File: src/rtl/split_sampler_pkg.sv
// Shared types and constants for split_sampler: FSM states, candidate packing
// layout of the six checker variables, LFSR seed/taps and small helpers.
package split_pkg;

  typedef enum logic [2:0] {
    ST_IDLE  = 3'd0,
    ST_GEN   = 3'd1,
    ST_CHECK = 3'd2,
    ST_DONE  = 3'd3,
    ST_FAIL  = 3'd4
  } sampler_state_t;

  localparam int W_V15  = 15;
  localparam int W_V49  = 5;
  localparam int W_V70  = 8;
  localparam int W_V73  = 12;
  localparam int W_V115 = 5;
  localparam int W_V116 = 5;

  localparam int O_V15  = 0;
  localparam int O_V49  = 15;
  localparam int O_V70  = 20;
  localparam int O_V73  = 28;
  localparam int O_V115 = 40;
  localparam int O_V116 = 45;

  localparam int CAND_W = 50;
  typedef logic [CAND_W-1:0] cand_t;

  localparam logic [63:0] DEFAULT_SEED = 64'hACE1_5EED_0F0F_1234;
  // Right-shifting Galois form of x^64 + x^63 + x^61 + x^60 + 1
  localparam logic [63:0] LFSR_TAPS    = 64'hD800_0000_0000_0000;

  function automatic logic [63:0] lfsr_step(input logic [63:0] s);
    return s[0] ? ((s >> 1) ^ LFSR_TAPS) : (s >> 1);
  endfunction

  function automatic logic [31:0] sat_inc(input logic [31:0] v);
    return (v == '1) ? v : v + 32'd1;
  endfunction

endpackage

File: src/rtl/split_sampler_if.sv
// Handshake and candidate bus between the sampler, its requester, the
// downstream consumer and the combinational split checker.
interface split_sampler_if;
  import split_pkg::*;

  logic              start;
  logic              seed_load;
  logic [63:0]       seed;
  logic              sat_x;
  logic [W_V15-1:0]  var_15;
  logic [W_V49-1:0]  var_49;
  logic [W_V70-1:0]  var_70;
  logic [W_V73-1:0]  var_73;
  logic [W_V115-1:0] var_115;
  logic [W_V116-1:0] var_116;
  logic              busy;
  logic              out_valid;
  logic              out_fail;
  logic              out_ready;
  logic [15:0]       try_count;

  modport master (
    output start, seed_load, seed, sat_x, out_ready,
    input  var_15, var_49, var_70, var_73, var_115, var_116,
           busy, out_valid, out_fail, try_count
  );

  modport slave (
    input  start, seed_load, seed, sat_x, out_ready,
    output var_15, var_49, var_70, var_73, var_115, var_116,
           busy, out_valid, out_fail, try_count
  );
endinterface

File: src/rtl/split_sampler_lfsr64.sv
// 64-bit Galois LFSR with synchronous load; a zero load value is replaced by
// SEED so the register can never lock up in the all-zero state.
module lfsr64
  import split_pkg::*;
#(
  parameter logic [63:0] SEED = DEFAULT_SEED
) (
  input  logic        clk,
  input  logic        rst,
  input  logic        load,
  input  logic [63:0] load_val,
  input  logic        step,
  output logic [63:0] state
);

  logic [63:0] state_d, state_q;

  always_comb begin
    state_d = state_q;
    if (load) state_d = (load_val == '0) ? SEED : load_val;
    if (step) state_d = lfsr_step(state_d);
  end

  always_ff @(posedge clk) begin
    if (rst) state_q <= SEED;
    else     state_q <= state_d;
  end

  assign state = state_q;

endmodule

File: src/rtl/split_sampler.sv
// Random accept/reject sampler feeding the constraint-split checker.
// Optional counters stat_req/stat_fail/stat_tries under SPLIT_SAMPLER_STATS_EN.
module split_sampler
  import split_pkg::*;
#(
  parameter int unsigned MAX_TRIES = 1024,
  parameter logic [63:0] SEED      = DEFAULT_SEED
) (
  input  logic            clk,
  input  logic            rst,
  split_sampler_if.slave  sif
`ifdef SPLIT_SAMPLER_STATS_EN
  ,
  output logic [31:0]     stat_req,
  output logic [31:0]     stat_fail,
  output logic [31:0]     stat_tries
`endif
);

  localparam logic [15:0] MAX_T = 16'(MAX_TRIES);

  sampler_state_t state_d, state_q;
  logic [15:0]    try_d, try_q;
  cand_t          cand_d, cand_q, cand_nxt;
  logic [63:0]    lfsr_state;
  logic           lfsr_load, lfsr_adv;

  assign lfsr_load = (state_q == ST_IDLE) && sif.seed_load;
  assign lfsr_adv  = (state_q == ST_GEN);

  lfsr64 #(.SEED(SEED)) u_lfsr (
    .clk      (clk),
    .rst      (rst),
    .load     (lfsr_load),
    .load_val (sif.seed),
    .step     (lfsr_adv),
    .state    (lfsr_state)
  );

  // Candidate is taken from the post-step LFSR value, the same one the
  // LFSR register captures on this GEN edge.
  assign cand_nxt = cand_t'(lfsr_step(lfsr_state));

  always_comb begin
    state_d = state_q;
    try_d   = try_q;
    cand_d  = cand_q;
    case (state_q)
      ST_IDLE: if (sif.start) begin
        state_d = ST_GEN;
        try_d   = '0;
      end
      ST_GEN: begin
        state_d = ST_CHECK;
        try_d   = try_q + 16'd1;
        cand_d  = cand_nxt;
      end
      ST_CHECK: begin
        if (sif.sat_x)           state_d = ST_DONE;
        else if (try_q == MAX_T) state_d = ST_FAIL;
        else                     state_d = ST_GEN;
      end
      ST_DONE, ST_FAIL: if (sif.out_ready) state_d = ST_IDLE;
      default: state_d = ST_IDLE;
    endcase
  end

  always_ff @(posedge clk) begin
    if (rst) begin
      state_q <= ST_IDLE;
      try_q   <= '0;
      cand_q  <= '0;
    end else begin
      state_q <= state_d;
      try_q   <= try_d;
      cand_q  <= cand_d;
    end
  end

  assign sif.var_15    = cand_q[O_V15  +: W_V15];
  assign sif.var_49    = cand_q[O_V49  +: W_V49];
  assign sif.var_70    = cand_q[O_V70  +: W_V70];
  assign sif.var_73    = cand_q[O_V73  +: W_V73];
  assign sif.var_115   = cand_q[O_V115 +: W_V115];
  assign sif.var_116   = cand_q[O_V116 +: W_V116];
  assign sif.busy      = (state_q == ST_GEN) || (state_q == ST_CHECK);
  assign sif.out_valid = (state_q == ST_DONE) || (state_q == ST_FAIL);
  assign sif.out_fail  = (state_q == ST_FAIL);
  assign sif.try_count = try_q;

`ifdef SPLIT_SAMPLER_STATS_EN
  logic [31:0] req_d, req_q, fail_d, fail_q, tries_d, tries_q;

  always_comb begin
    req_d   = req_q;
    fail_d  = fail_q;
    tries_d = tries_q;
    if (state_q == ST_IDLE && sif.start)          req_d   = sat_inc(req_q);
    if (state_q == ST_CHECK && state_d == ST_FAIL) fail_d  = sat_inc(fail_q);
    if (state_q == ST_GEN)                         tries_d = sat_inc(tries_q);
  end

  always_ff @(posedge clk) begin
    if (rst) begin
      req_q   <= '0;
      fail_q  <= '0;
      tries_q <= '0;
    end else begin
      req_q   <= req_d;
      fail_q  <= fail_d;
      tries_q <= tries_d;
    end
  end

  assign stat_req   = req_q;
  assign stat_fail  = fail_q;
  assign stat_tries = tries_q;
`endif

endmodule

File: src/flat_wrapper.sv
// flat-port wrapper written by rule: the top's interface ports become plain ports
module split_sampler_flat import split_pkg::*;
#(
  parameter int unsigned MAX_TRIES = 1024,
  parameter logic [63:0] SEED      = DEFAULT_SEED
)
  (clk, rst, sif_start, sif_seed_load, sif_seed, sif_sat_x, sif_out_ready, sif_var_15, sif_var_49, sif_var_70, sif_var_73, sif_var_115, sif_var_116, sif_busy, sif_out_valid, sif_out_fail, sif_try_count);
  split_sampler_if sif_i ();
  input  logic clk;
  input  logic rst;
  input wire logic [$bits(sif_i.start)-1:0] sif_start;
  input wire logic [$bits(sif_i.seed_load)-1:0] sif_seed_load;
  input wire logic [$bits(sif_i.seed)-1:0] sif_seed;
  input wire logic [$bits(sif_i.sat_x)-1:0] sif_sat_x;
  input wire logic [$bits(sif_i.out_ready)-1:0] sif_out_ready;
  output wire logic [$bits(sif_i.var_15)-1:0] sif_var_15;
  output wire logic [$bits(sif_i.var_49)-1:0] sif_var_49;
  output wire logic [$bits(sif_i.var_70)-1:0] sif_var_70;
  output wire logic [$bits(sif_i.var_73)-1:0] sif_var_73;
  output wire logic [$bits(sif_i.var_115)-1:0] sif_var_115;
  output wire logic [$bits(sif_i.var_116)-1:0] sif_var_116;
  output wire logic [$bits(sif_i.busy)-1:0] sif_busy;
  output wire logic [$bits(sif_i.out_valid)-1:0] sif_out_valid;
  output wire logic [$bits(sif_i.out_fail)-1:0] sif_out_fail;
  output wire logic [$bits(sif_i.try_count)-1:0] sif_try_count;
  assign sif_i.start = sif_start;
  assign sif_i.seed_load = sif_seed_load;
  assign sif_i.seed = sif_seed;
  assign sif_i.sat_x = sif_sat_x;
  assign sif_i.out_ready = sif_out_ready;
  assign sif_var_15 = sif_i.var_15;
  assign sif_var_49 = sif_i.var_49;
  assign sif_var_70 = sif_i.var_70;
  assign sif_var_73 = sif_i.var_73;
  assign sif_var_115 = sif_i.var_115;
  assign sif_var_116 = sif_i.var_116;
  assign sif_busy = sif_i.busy;
  assign sif_out_valid = sif_i.out_valid;
  assign sif_out_fail = sif_i.out_fail;
  assign sif_try_count = sif_i.try_count;
  split_sampler #(.MAX_TRIES(MAX_TRIES), .SEED(SEED)) u_core (.clk(clk), .rst(rst), .sif(sif_i));
endmodule
File: config.mk
export PLATFORM = sky130hd
export DESIGN_NAME = split_sampler_flat
export DESIGN_NICKNAME = d
export VERILOG_FILES = /design/src/rtl/split_sampler_pkg.sv /design/src/rtl/split_sampler_if.sv /design/src/rtl/split_sampler_lfsr64.sv /design/src/rtl/split_sampler.sv /design/src/flat_wrapper.sv
export SDC_FILE = /design/constraint.sdc
export NUM_CORES = 1
export LEC_CHECK = 0
export CORE_MARGIN = 2
export CORE_UTILIZATION = 45
export CTS_BUF_LIST = sky130_fd_sc_hd__clkbuf_8
export CTS_CLUSTER_DIAMETER = 120
export DETAILED_ROUTE_END_ITERATION = 10
export PLACE_DENSITY_LB_ADDON = 0.12
export SLEW_MARGIN = 25
export SYNTH_ARGS = -nofsm -noshare
export SYNTH_HDL_FRONTEND = slang
export SYNTH_SLANG_ARGS = --single-unit
File: constraint.sdc
create_clock -name clk -period 2.4 [get_ports clk]
set_input_delay 0.24 -clock clk [delete_from_list [all_inputs] [get_ports clk]]
set_output_delay 0.24 -clock clk [all_outputs]
set_load 0.02 [all_outputs]
== Word-level counts from Yosys, hierarchy flattened ==
Cells that the tools add are included.

* Register bits: 133
* Latch bits: 0
* Memory bits (writable): 0
* Memory bits (read-only): 0
* Input bits: 70
* Output and inout bits: 69
* Logic and storage cells: 33
* Memories kept: 0

* $add $sub $neg: 1
* Multipliers: 0
* Divide/modulo/power cells: 0
* $lt $le $gt $ge: 0
* Equal/unequal tests: 7
* Shift-type cells: 0
* Muxes and demuxes: 11
* Bitwise operators: 1
* Reductions and logical operators: 9

{| class="wikitable"
|+ Operators with widths
! cell !! number
|-
| two-way mux 64 bit || 4
|-
| logical NOT 64 bit || 1
|-
| one-hot mux 16 bit (2 select lines) || 1
|-
| adder 16 x 1 -> 16 bit, second input constant || 1
|-
| equality test 16 x 11 -> 1 bit, second input constant || 1
|-
| two-way mux 16 bit || 1
|-
| two-way mux 3 bit || 4
|-
| one-hot mux 3 bit (4 select lines) || 1
|-
| equality test 3 x 2 -> 1 bit, second input constant || 2
|-
| != test 2 bit, second input constant || 2
|-
| inverter 3 -> 4 bit || 1
|-
| AND reduction 2 bit || 2
|-
| equality test 3 x 1 -> 1 bit, second input constant || 1
|-
| equality test 3 bit, second input constant || 1
|-
| logical NOT 3 bit || 1
|-
| logical OR 1 bit || 2
|-
| nonzero test 2 bit || 1
|-
| OR reduction 2 bit || 1
|-
| logical AND 1 bit || 1
|}

== Longest topological paths before layout ==
Gate-level depths: netlist of run 1.

* Depth in word-level cells: 6
* Gate-level depth with buffers: 7
* Depth with buffers taken out: 7

== Hierarchy ==
A second synthesis of run 1 with hierarchy kept.

* Cell total of the unflattened synthesis: 701
* Area total of the unflattened synthesis: 6362.4 um^2

{| class="wikitable"
|+ Modules (own cells, without submodules)
! module !! times used !! cells an instance !! area an instance (um^2) !! sequential area each (um^2)
|-
| lfsr64 || 1 || 352 || 3599.7 || 1281.2
|-
| split_sampler || 1 || 349 || 2762.6 || 1381.3
|}

== Worst setup path before layout of run 1 ==
No wires, ideal clock.

* Path kind: register -> register
* Start: register u_core.try_q[7] (netlist: u_core.sif.try_count[7])
* End: register u_core.try_q[13] (netlist: u_core.sif.try_count[13])
* Library setup time: 0.091 ns
* Data arrival time: 1.808 ns
* Required time: 2.309 ns
* Slack: 0.501 ns
* Stages on the path, launching flop included: 7
* Path buffers: 1
* Clock period less this slack: 1.899 ns
* Cell sequence: dfxtp_1 > clkbuf_2 > nand4_1 > or4_1 > nor2_1 > a31oi_1 > a311oi_1

* Word-level cells in the longest chain between the ends: 2

{| class="wikitable"
|+ Ends and longest elaborated chain
! what !! line !! text
|-
| start: declaration || split_sampler.sv:23 || <nowiki>logic [15:0] try_d, try_q;</nowiki>
|-
| start signal: assignment || split_sampler.sv:75 || <nowiki>try_q <= try_d;</nowiki>
|-
| adder 16 x 1 -> 16 bit || split_sampler.sv:55 || <nowiki>try_d = try_q + 16'd1;</nowiki>
|-
| one-hot mux 16 bit (2 select lines) || split_sampler.sv:48 || <nowiki>case (state_q)</nowiki>
|}

Every way passes these cells.
A chain may end at the register's enable or synchronous reset.

== Worst setup path in the final report of run 1 ==
* Start: register u_core.state_q[0]
* End: output port sif_out_valid

* Word-level cells in the longest chain between the ends: 2
* Elaborated cells between the ends (all ways): 3
* Those cells by class: eq/ne: 2; reduce/logical: 1

{| class="wikitable"
|+ Ends and longest elaborated chain
! what !! line !! text
|-
| start: declaration || split_sampler.sv:22 || <nowiki>sampler_state_t state_d, state_q;</nowiki>
|-
| start signal: assignment || split_sampler.sv:74 || <nowiki>state_q <= state_d;</nowiki>
|-
| equality test 3 x 2 -> 1 bit or equality test 3 bit (tied branches) || split_sampler.sv:87 || <nowiki>assign sif.out_valid = (state_q == ST_DONE) || (state_q == ST_FAIL);</nowiki>
|-
| logical OR 1 bit * || split_sampler.sv:87 ||
|-
| end: declaration || flat_wrapper.sv:23 || <nowiki>output wire logic [$bits(sif_i.out_valid)-1:0] sif_out_valid;</nowiki>
|}

Every way passes the cells marked *; elsewhere a longest branch is shown, timed or not.

==> report_table.html, run 1 <==
<table>
<tr><th>Metric</th><th>Value</th></tr>
<tr><th colspan="2">Yosys</th></tr>
<tr><td>Mapped Avg Cell Area</td><td>8.04 µm²</td></tr>
<tr><td>Largest cells by area after synthesis</td><td>sky130_fd_sc_hd__dfxtp_1 (47%), sky130_fd_sc_hd__a21oi_1 (8.2%), sky130_fd_sc_hd__nand2_1 (7.9%)</td></tr>
<tr><td>Proportion of netlist area held by the largest area contributor</td><td>46.9%</td></tr>
<tr><td>Part of the Yosys area used for sequential elements</td><td>46.9%</td></tr>
<tr><td>Flop and latch count out of synthesis</td><td>133</td></tr>
<tr><td>Top cell type by total area after synthesis</td><td>sky130_fd_sc_hd__dfxtp_1</td></tr>
<tr><td>Count of flip-flops with a built-in enable after synthesis</td><td>0</td></tr>
<tr><td>Share of synthesized flip-flops with an asynchronous set or reset</td><td>0%</td></tr>
<tr><td>Gate Count Post-Synth</td><td>706</td></tr>
<tr><td>Post-synth net total</td><td>778</td></tr>
<tr><td>Flip-flop cell with the highest count after synthesis</td><td>sky130_fd_sc_hd__dfxtp_1</td></tr>
<tr><td>Count of warnings emitted by yosys</td><td>0</td></tr>
<tr><td>Netlist area before placement</td><td>5680 µm²</td></tr>
<tr><td>Library cells used by synthesis</td><td>49</td></tr>
<tr><th colspan="2">Worst setup path</th></tr>
<tr><td>Crit path from</td><td>u_core.state_q[0]</td></tr>
<tr><td>Critical Path RT</td><td>2.16 ns</td></tr>
<tr><td>CP max FO</td><td>13</td></tr>
<tr><td>Nature of the critical path startpoint</td><td>flip-flop</td></tr>
<tr><td>Maximum cell stage delay along the critical path</td><td>0.62 ns</td></tr>
<tr><td>Worst Path Arrival</td><td>1.97 ns</td></tr>
<tr><td>Reg2Reg Launch Point</td><td>u_core.sif.try_count[7]</td></tr>
<tr><td>Worst reg-to-reg path cell count</td><td>5</td></tr>
<tr><td>Cell at the slowest stage of the critical path</td><td>sky130_fd_sc_hd__clkdlybuf4s50_1</td></tr>
<tr><td>Critical path start-end classification</td><td>reg -&gt; out</td></tr>
<tr><td>Crit-path cells</td><td>buf_4, nor2_1, and2_1, o21bai_1, clkdlybuf4s50_1</td></tr>
<tr><td>Crit path capture type</td><td>primary output</td></tr>
<tr><th colspan="2">Pwr</th></tr>
<tr><td>Power density of the placed cells</td><td>741 nW/µm²</td></tr>
<tr><td>Static power due to leakage</td><td>2.82 nW</td></tr>
<tr><td>Worst vdd ir</td><td>0.000436 V</td></tr>
<tr><th colspan="2">Clock network</th></tr>
<tr><td>Maximum root-to-sink buffer count</td><td>2</td></tr>
<tr><td>Reg clk slew, reported paths</td><td>0.07 ns</td></tr>
<tr><td>Maximum level of the CTS H-tree</td><td>4</td></tr>
<tr><td>Number of buffers added by the clock tree synthesis step</td><td>17</td></tr>
<tr><td>Cell at the root of the clock tree</td><td>sky130_fd_sc_hd__clkbuf_8</td></tr>
<tr><td>Cts-stage hold buffer count</td><td>0</td></tr>
<tr><td>Worst-skew pair later-pin latency</td><td>0.45 ns</td></tr>
<tr><td>CTS Sinks</td><td>133</td></tr>
<tr><td>Buffer count from post-CTS setup fixing</td><td>0</td></tr>
<tr><td>Post-cts resize count</td><td>0</td></tr>
<tr><td>CTS tree</td><td>yes</td></tr>
<tr><th colspan="2">Hold path</th></tr>
<tr><td>Class of the most critical hold timing path</td><td>in -&gt; reg</td></tr>
<tr><td>Cell depth of the worst hold path</td><td>2</td></tr>
<tr><td>Worst Hold Launch</td><td>rst</td></tr>
<tr><th colspan="2">Global routing</th></tr>
<tr><td>Vias in the first global route</td><td>5,080</td></tr>
<tr><td>Initial antenna violation count</td><td>0</td></tr>
<tr><td>Pin count of the biggest net entering global routing</td><td>104</td></tr>
<tr><td>Global route total overflow</td><td>0</td></tr>
<tr><td>Total routing usage reported by global routing</td><td>24.2%</td></tr>
<tr><td>First-pass GRT wire length</td><td>25,600 µm</td></tr>
<tr><th colspan="2">Detailed routing</th></tr>
<tr><td>Detailed-route wire length</td><td>15,900 µm</td></tr>
<tr><td>Vias after detailed routing</td><td>5,589</td></tr>
<tr><td>DRC violations left</td><td>0</td></tr>
<tr><td>Wire length per cell after detailed routing</td><td>15.7 µm</td></tr>
<tr><td>Pre-Repair DR Iteration Count</td><td>5</td></tr>
<tr><td>DRC violation total after the first TritonRoute iteration</td><td>531</td></tr>
<tr><td>Ratio of routed vias to standard cells</td><td>5.53</td></tr>
<tr><td>Post-route ant nets</td><td>0</td></tr>
<tr><th colspan="2">Floorplan</th></tr>
<tr><td>Initial Utilization</td><td>45.6%</td></tr>
<tr><td>Area of the core</td><td>12,500 µm²</td></tr>
<tr><td>Vert. Die Dim</td><td>116 µm</td></tr>
<tr><td>Die outline area</td><td>13,500 µm²</td></tr>
<tr><td>Rows</td><td>41</td></tr>
<tr><td>Die width</td><td>116 µm</td></tr>
<tr><td>I/O pin total</td><td>139</td></tr>
<tr><th colspan="2">Layout</th></tr>
<tr><td>Synth-to-layout area growth</td><td>35.0%</td></tr>
<tr><td>Final instance area</td><td>7670 µm²</td></tr>
<tr><td>Number of fill cells</td><td>1,113</td></tr>
<tr><td>Final antenna diode count</td><td>0</td></tr>
<tr><td>Number of cells in the finished layout apart from fillers</td><td>1,011</td></tr>
<tr><td>Final nets</td><td>898</td></tr>
<tr><td>Fraction of layout instances using a drive strength above 1</td><td>9.18%</td></tr>
<tr><th colspan="2">Timing</th></tr>
<tr><td>Minimum clock period</td><td>2.21 ns</td></tr>
<tr><td>Slew Limit Fails</td><td>0</td></tr>
<tr><td>WHS</td><td>0.312 ns</td></tr>
<tr><td>Final period util</td><td>92.1%</td></tr>
<tr><td>Measured slew at the worst slew-check pin</td><td>0.685 ns</td></tr>
<tr><td>Top achievable clock speed</td><td>0.452 GHz</td></tr>
<tr><td>Unrepaired setup endpoints after global routing</td><td>no</td></tr>
<tr><td>Post-Route Skew</td><td>0.00872 ns</td></tr>
<tr><td>Max-Slew Margin vs Limit</td><td>54.4%</td></tr>
<tr><td>Hold Fails Final Rpt</td><td>0</td></tr>
<tr><td>Post-Route Setup TNS</td><td>0 ns</td></tr>
<tr><td>Setup violations, final</td><td>0</td></tr>
<tr><td>Crit path setup slack, layout</td><td>0.189 ns</td></tr>
<tr><th colspan="2">Placed design</th></tr>
<tr><td>Placed Instance Area</td><td>7260 µm²</td></tr>
<tr><td>RD Place Congestion</td><td>0.845</td></tr>
<tr><td>Worst-case setup slack after placement</td><td>-0.0104 ns</td></tr>
<tr><td>Buffers added on ports</td><td>138</td></tr>
<tr><td>Placed cells</td><td>979</td></tr>
<tr><td>Detail Placement HPWL</td><td>10,800 µm</td></tr>
<tr><th colspan="2">Run status</th></tr>
<tr><td>Result of the run</td><td>finished clean</td></tr>
<tr><th colspan="2">Job</th></tr>
<tr><td>Number of max-cap violations</td><td>0</td></tr>
</table>
-- final cells by class --
class / count / area, µm² / share of cell area [%]
Inverter: 2 / 7.51 / 0.0979
Clock inverter: 13 / 140 / 1.83
Timing Repair Buffer: 160 / 1590 / 20.8
Tap cell: 172 / 215 / 2.81
Sequential cell: 133 / 2670 / 34.8
Multi-Input combinational cell: 512 / 2780 / 36.3
Clock buffer: 19 / 262 / 3.41
-- cells by family after synthesis --
family / share of synthesized area (%)
AND/OR/NAND/NOR: 23.9
AO/OA/AOI/OAI: 18.4
flip-flops: 46.9
buffers and inverters: 4.52
multiplexers: 5.29
XOR/XNOR: 0.617
adder cells (fa/ha/maj): 0.441
-- stage by stage --
| step | total power, W | util (%) |
|---|---|---|
| floorplan | 0.00331 | - |
| global placement | 0.00379 | 58.3 |
| detailed placement | 0.00381 | 58.3 |
| CTS | 0.00572 | 61.5 |
| global route | 0.00596 | 61.5 |
| finish | 0.00568 | 61.5 |
-- worst paths after layout --
kind / end / slack (ns)
worst min-delay path: u_core.cand_q[4] / 0.31
worst max register to register: u_core.sif.try_count[13] / 0.37
worst max-delay path: sif_out_valid / 0.19
worst min register to register: u_core.cand_q[3] / 0.45
-- worst max-delay path, delay by kind of cell (launching register included) --
family                 cells  cell delay [ns]
AOI/OAI and AO/OA          1             0.12
DFF                        1             0.31
buffers and inverters      2             0.79
and+or+nand+nor            2             0.31
-- state kept, by name, summed over array words and instances (netlist names) --
signal and count:
u_core.state_q 3, u_core.cand_q 50, u_core.sif.try_count 16, u_core.u_lfsr.state 64
-- report_power, final --
part | internal [W] | total, W | leakage [nW] | switching, W
clock network | 0.00106 | 0.00192 | 0.223 | 0.000855
logic | 0.000543 | 0.00120 | 1.50 | 0.000658
registers | 0.00244 | 0.00257 | 1.09 | 0.000130
total | 0.00404 | 0.00568 | 2.82 | 0.00164
-- synthesized netlist by cell type (8+ instances only) --
cell type                  instances
sky130_fd_sc_hd__a211oi_1          8
sky130_fd_sc_hd__a21o_1            8
sky130_fd_sc_hd__a21oi_1          93
sky130_fd_sc_hd__buf_2            12
sky130_fd_sc_hd__clkbuf_1         41
sky130_fd_sc_hd__dfxtp_1         133
sky130_fd_sc_hd__mux2_2           15
sky130_fd_sc_hd__mux2i_1          12
sky130_fd_sc_hd__nand2_1         120
sky130_fd_sc_hd__nand4_1           9
sky130_fd_sc_hd__nor2_1           72
sky130_fd_sc_hd__nor3_1           38
sky130_fd_sc_hd__nor4_1           18
sky130_fd_sc_hd__o21ai_0          47
sky130_fd_sc_hd__o31ai_1          10
-- cell usage in the layout, fill, tap and decap left out, types with 4 or more instances in the layout --
cell type / count
sky130_fd_sc_hd__inv_1: 5
sky130_fd_sc_hd__clkdlybuf4s50_1: 137
sky130_fd_sc_hd__clkinv_2: 6
sky130_fd_sc_hd__nand2_1: 120
sky130_fd_sc_hd__dfxtp_1: 131
sky130_fd_sc_hd__nand4_1: 9
sky130_fd_sc_hd__o31ai_1: 10
sky130_fd_sc_hd__nor2_1: 72
sky130_fd_sc_hd__buf_12: 4
sky130_fd_sc_hd__mux2_2: 15
sky130_fd_sc_hd__a31oi_1: 7
sky130_fd_sc_hd__mux2i_1: 12
sky130_fd_sc_hd__nand3_1: 7
sky130_fd_sc_hd__buf_4: 19
sky130_fd_sc_hd__o21ai_0: 47
sky130_fd_sc_hd__clkbuf_8: 19
sky130_fd_sc_hd__a21oi_1: 93
sky130_fd_sc_hd__and2_1: 4
sky130_fd_sc_hd__nor3_1: 38
sky130_fd_sc_hd__nor4_1: 18
sky130_fd_sc_hd__a21o_1: 8
sky130_fd_sc_hd__a211oi_1: 8
-- metal layers --
| metal | GRT usage, % | share of wire, % | vias up | wire length (µm) |
|---|---|---|---|---|
| li1 | - | - | 2721 | - |
| met1 | 33.3 | 47 | 2660 | 7470 |
| met2 | 36.0 | 45 | 179 | 7170 |
| met3 | 5.86 | 5.3 | 29 | 849 |
| met4 | 10.6 | 2.6 | 0 | 408 |
| met5 | 0 | 0 | - | 0 |
Power figures use the tool's default switching activity.
==> inputs of run 2 (changes only) <==
--- a/config.mk
+++ b/config.mk
@@ -5,6 +5,7 @@
 export SDC_FILE = /design/constraint.sdc
 export NUM_CORES = 1
 export LEC_CHECK = 0
+export CORE_ASPECT_RATIO = 0.5
 export CORE_MARGIN = 2
 export CORE_UTILIZATION = 45
 export CTS_BUF_LIST = sky130_fd_sc_hd__clkbuf_8
==> report_table.html, run 2 (same netlist as run 1, synthesis figures left out) <==
<table>
<tr><th>Metric</th><th>Value</th></tr>
<tr><th colspan="2">Timing</th></tr>
<tr><td>Post-Route Setup TNS</td><td>0 ns</td></tr>
<tr><td>Final period util</td><td>91.7%</td></tr>
<tr><td>Unrepaired setup endpoints after global routing</td><td>no</td></tr>
<tr><td>Max-Slew Margin vs Limit</td><td>67.0%</td></tr>
<tr><td>Minimum clock period</td><td>2.20 ns</td></tr>
<tr><td>Post-Route Skew</td><td>0.0174 ns</td></tr>
<tr><td>Top achievable clock speed</td><td>0.454 GHz</td></tr>
<tr><td>Hold Fails Final Rpt</td><td>0</td></tr>
<tr><td>Slew Limit Fails</td><td>0</td></tr>
<tr><td>Setup violations, final</td><td>0</td></tr>
<tr><td>Measured slew at the worst slew-check pin</td><td>0.496 ns</td></tr>
<tr><th colspan="2">Layout</th></tr>
<tr><td>Final antenna diode count</td><td>0</td></tr>
<tr><td>Fraction of layout instances using a drive strength above 1</td><td>9.30%</td></tr>
<tr><td>Area used by multi-input combinational logic</td><td>2780 µm²</td></tr>
<tr><td>Final nets</td><td>898</td></tr>
<tr><td>Number of fill cells</td><td>1,053</td></tr>
<tr><td>Synth-to-layout area growth</td><td>35.4%</td></tr>
<tr><td>Most frequent cells in the layout</td><td>sky130_fd_sc_hd__clkdlybuf4s50_1 (137), sky130_fd_sc_hd__dfxtp_1 (132), sky130_fd_sc_hd__nand2_1 (120)</td></tr>
<tr><td>Final instance area</td><td>7690 µm²</td></tr>
<tr><td>Area occupied by registers</td><td>2660 µm²</td></tr>
<tr><td>Number of flip-flops under the largest register name</td><td>64</td></tr>
<tr><td>Most common library cell in the layout ignoring fill and taps</td><td>sky130_fd_sc_hd__clkdlybuf4s50_1</td></tr>
<tr><th colspan="2">Worst setup path</th></tr>
<tr><td>Critical Path RT</td><td>2.16 ns</td></tr>
<tr><td>CP max FO</td><td>8</td></tr>
<tr><td>Crit path capture type</td><td>primary output</td></tr>
<tr><td>Critical path start-end classification</td><td>reg -&gt; out</td></tr>
<tr><td>Nature of the critical path startpoint</td><td>flip-flop</td></tr>
<tr><td>Worst Path Arrival</td><td>1.96 ns</td></tr>
<tr><td>Reg-to-reg setup timing slack</td><td>0.42 ns</td></tr>
<tr><th colspan="2">Floorplan</th></tr>
<tr><td>Vert. Die Dim</td><td>83.4 µm</td></tr>
<tr><td>Die width</td><td>163 µm</td></tr>
<tr><td>Area of the core</td><td>12,100 µm²</td></tr>
<tr><td>Rows</td><td>28</td></tr>
<tr><td>Die outline area</td><td>13,600 µm²</td></tr>
<tr><td>Initial Utilization</td><td>47.1%</td></tr>
<tr><td>I/O pin total</td><td>139</td></tr>
<tr><th colspan="2">Pwr</th></tr>
<tr><td>Static power due to leakage</td><td>2.81 nW</td></tr>
<tr><td>Switching Power</td><td>0.00175 W</td></tr>
<tr><td>Power density of the placed cells</td><td>767 nW/µm²</td></tr>
<tr><td>Portion of total power attributed to combinational logic</td><td>20.4%</td></tr>
<tr><td>Portion of total power attributed to sequential cells</td><td>43.5%</td></tr>
<tr><td>Worst vdd ir</td><td>0.000366 V</td></tr>
<tr><td>Switching Fraction</td><td>29.6%</td></tr>
<tr><td>Design internal power</td><td>0.00415 W</td></tr>
<tr><td>Share of total power in the clock network</td><td>36.0%</td></tr>
<tr><th colspan="2">Clock network</th></tr>
<tr><td>Worst-skew pair later-pin latency</td><td>0.43 ns</td></tr>
<tr><td>Reg clk slew, reported paths</td><td>0.09 ns</td></tr>
<tr><td>Number of buffers added by the clock tree synthesis step</td><td>17</td></tr>
<tr><td>Cell at the root of the clock tree</td><td>sky130_fd_sc_hd__clkbuf_8</td></tr>
<tr><td>Cts-stage hold buffer count</td><td>0</td></tr>
<tr><td>CTS Sinks</td><td>133</td></tr>
<tr><td>Maximum level of the CTS H-tree</td><td>4</td></tr>
<tr><td>Post-cts resize count</td><td>0</td></tr>
<tr><td>Buffer count from post-CTS setup fixing</td><td>0</td></tr>
<tr><td>Maximum root-to-sink buffer count</td><td>2</td></tr>
<tr><td>CTS tree</td><td>yes</td></tr>
<tr><th colspan="2">Global routing</th></tr>
<tr><td>Global route total overflow</td><td>0</td></tr>
<tr><td>Total routing usage reported by global routing</td><td>23.4%</td></tr>
<tr><td>First-pass GRT wire length</td><td>25,700 µm</td></tr>
<tr><td>Pin count of the biggest net entering global routing</td><td>90</td></tr>
<tr><td>Initial antenna violation count</td><td>0</td></tr>
<tr><td>Vias in the first global route</td><td>5,043</td></tr>
<tr><th colspan="2">Placed design</th></tr>
<tr><td>Buffers added on ports</td><td>138</td></tr>
<tr><td>Placed Instance Area</td><td>7240 µm²</td></tr>
<tr><td>Detail Placement HPWL</td><td>10,700 µm</td></tr>
<tr><td>RD Place Congestion</td><td>0.812</td></tr>
<tr><th colspan="2">Detailed routing</th></tr>
<tr><td>Post-route ant nets</td><td>0</td></tr>
<tr><td>Pre-Repair DR Iteration Count</td><td>5</td></tr>
<tr><td>DRC violations left</td><td>0</td></tr>
<tr><td>Vias after detailed routing</td><td>5,524</td></tr>
<tr><td>Detailed-route wire length</td><td>16,000 µm</td></tr>
<tr><td>Wire length per cell after detailed routing</td><td>15.9 µm</td></tr>
<tr><td>DRC violation total after the first TritonRoute iteration</td><td>459</td></tr>
<tr><td>Ratio of routed vias to standard cells</td><td>5.50</td></tr>
<tr><th colspan="2">Run status</th></tr>
<tr><td>Result of the run</td><td>finished clean</td></tr>
<tr><th colspan="2">Hold path</th></tr>
<tr><td>Class of the most critical hold timing path</td><td>in -&gt; reg</td></tr>
<tr><th colspan="2">Job</th></tr>
<tr><td>Number of max-cap violations</td><td>0</td></tr>
</table>
[run 2: metrics by stage]
stage,utilization [%],setup slack (ns),std cells,hold slack (ns),power [W]
after detailed placement,60.1,0.00203,972,0.447,0.00381
after global placement,60.1,0.0497,972,0.443,0.00379
final,63.8,0.200,1004,0.262,0.00590
after global routing,63.8,0.117,1004,0.274,0.00616
after CTS,63.8,0.0863,1004,0.242,0.00591
after floorplan,-,0.501,706,0.376,0.00331
[run 2: worst max-delay path, cell delays in order, from the launching register on]
cell and delay [ns]:
sky130_fd_sc_hd__dfxtp_2 0.38, sky130_fd_sc_hd__buf_4 0.18, sky130_fd_sc_hd__nor2_1 0.10, sky130_fd_sc_hd__and2_1 0.15, sky130_fd_sc_hd__o21bai_1 0.10, sky130_fd_sc_hd__clkdlybuf4s50_1 0.61
[run 2: final timing paths]
kind                          start                     end  cells past startpoint
setup / recovery  u_core.state_q[1]           sif_out_valid                      5
hold reg to reg   u_core.cand_q[27]       u_core.cand_q[27]                      2
setup reg to reg  u_core.state_q[0]  u_core.u_lfsr.state[6]                      7
hold / removal                  rst       u_core.cand_q[17]                      2
[run 2: final cells by class]
class | instances | share of cell area, %
clock buffer | 18 | 3.22
tap | 165 | 2.69
sequential | 133 | 34.6
multi-input combinational | 512 | 36.2
timing repair buffer | 160 | 20.6
inverter | 2 | 0.0976
clock inverter | 14 | 2.59
[run 2: power groups by stage]
stage / Clock [W] / Sequential (W) / Combinational, W
after floorplan: 0 / 0.00268 / 0.000633
after global placement: 0 / 0.00261 / 0.00118
after detailed placement: 0 / 0.00261 / 0.00120
after CTS: 0.00214 / 0.00257 / 0.00120
after global routing: 0.00224 / 0.00259 / 0.00132
final: 0.00212 / 0.00257 / 0.00121
[run 2: metal layers]
layer	track usage (%)	wire length (µm)	vias up
li1	-	-	2721
met1	32.8	7500	2608
met2	36.1	7210	175
met3	5.29	1080	20
met4	6.84	215	0
met5	0	0	-
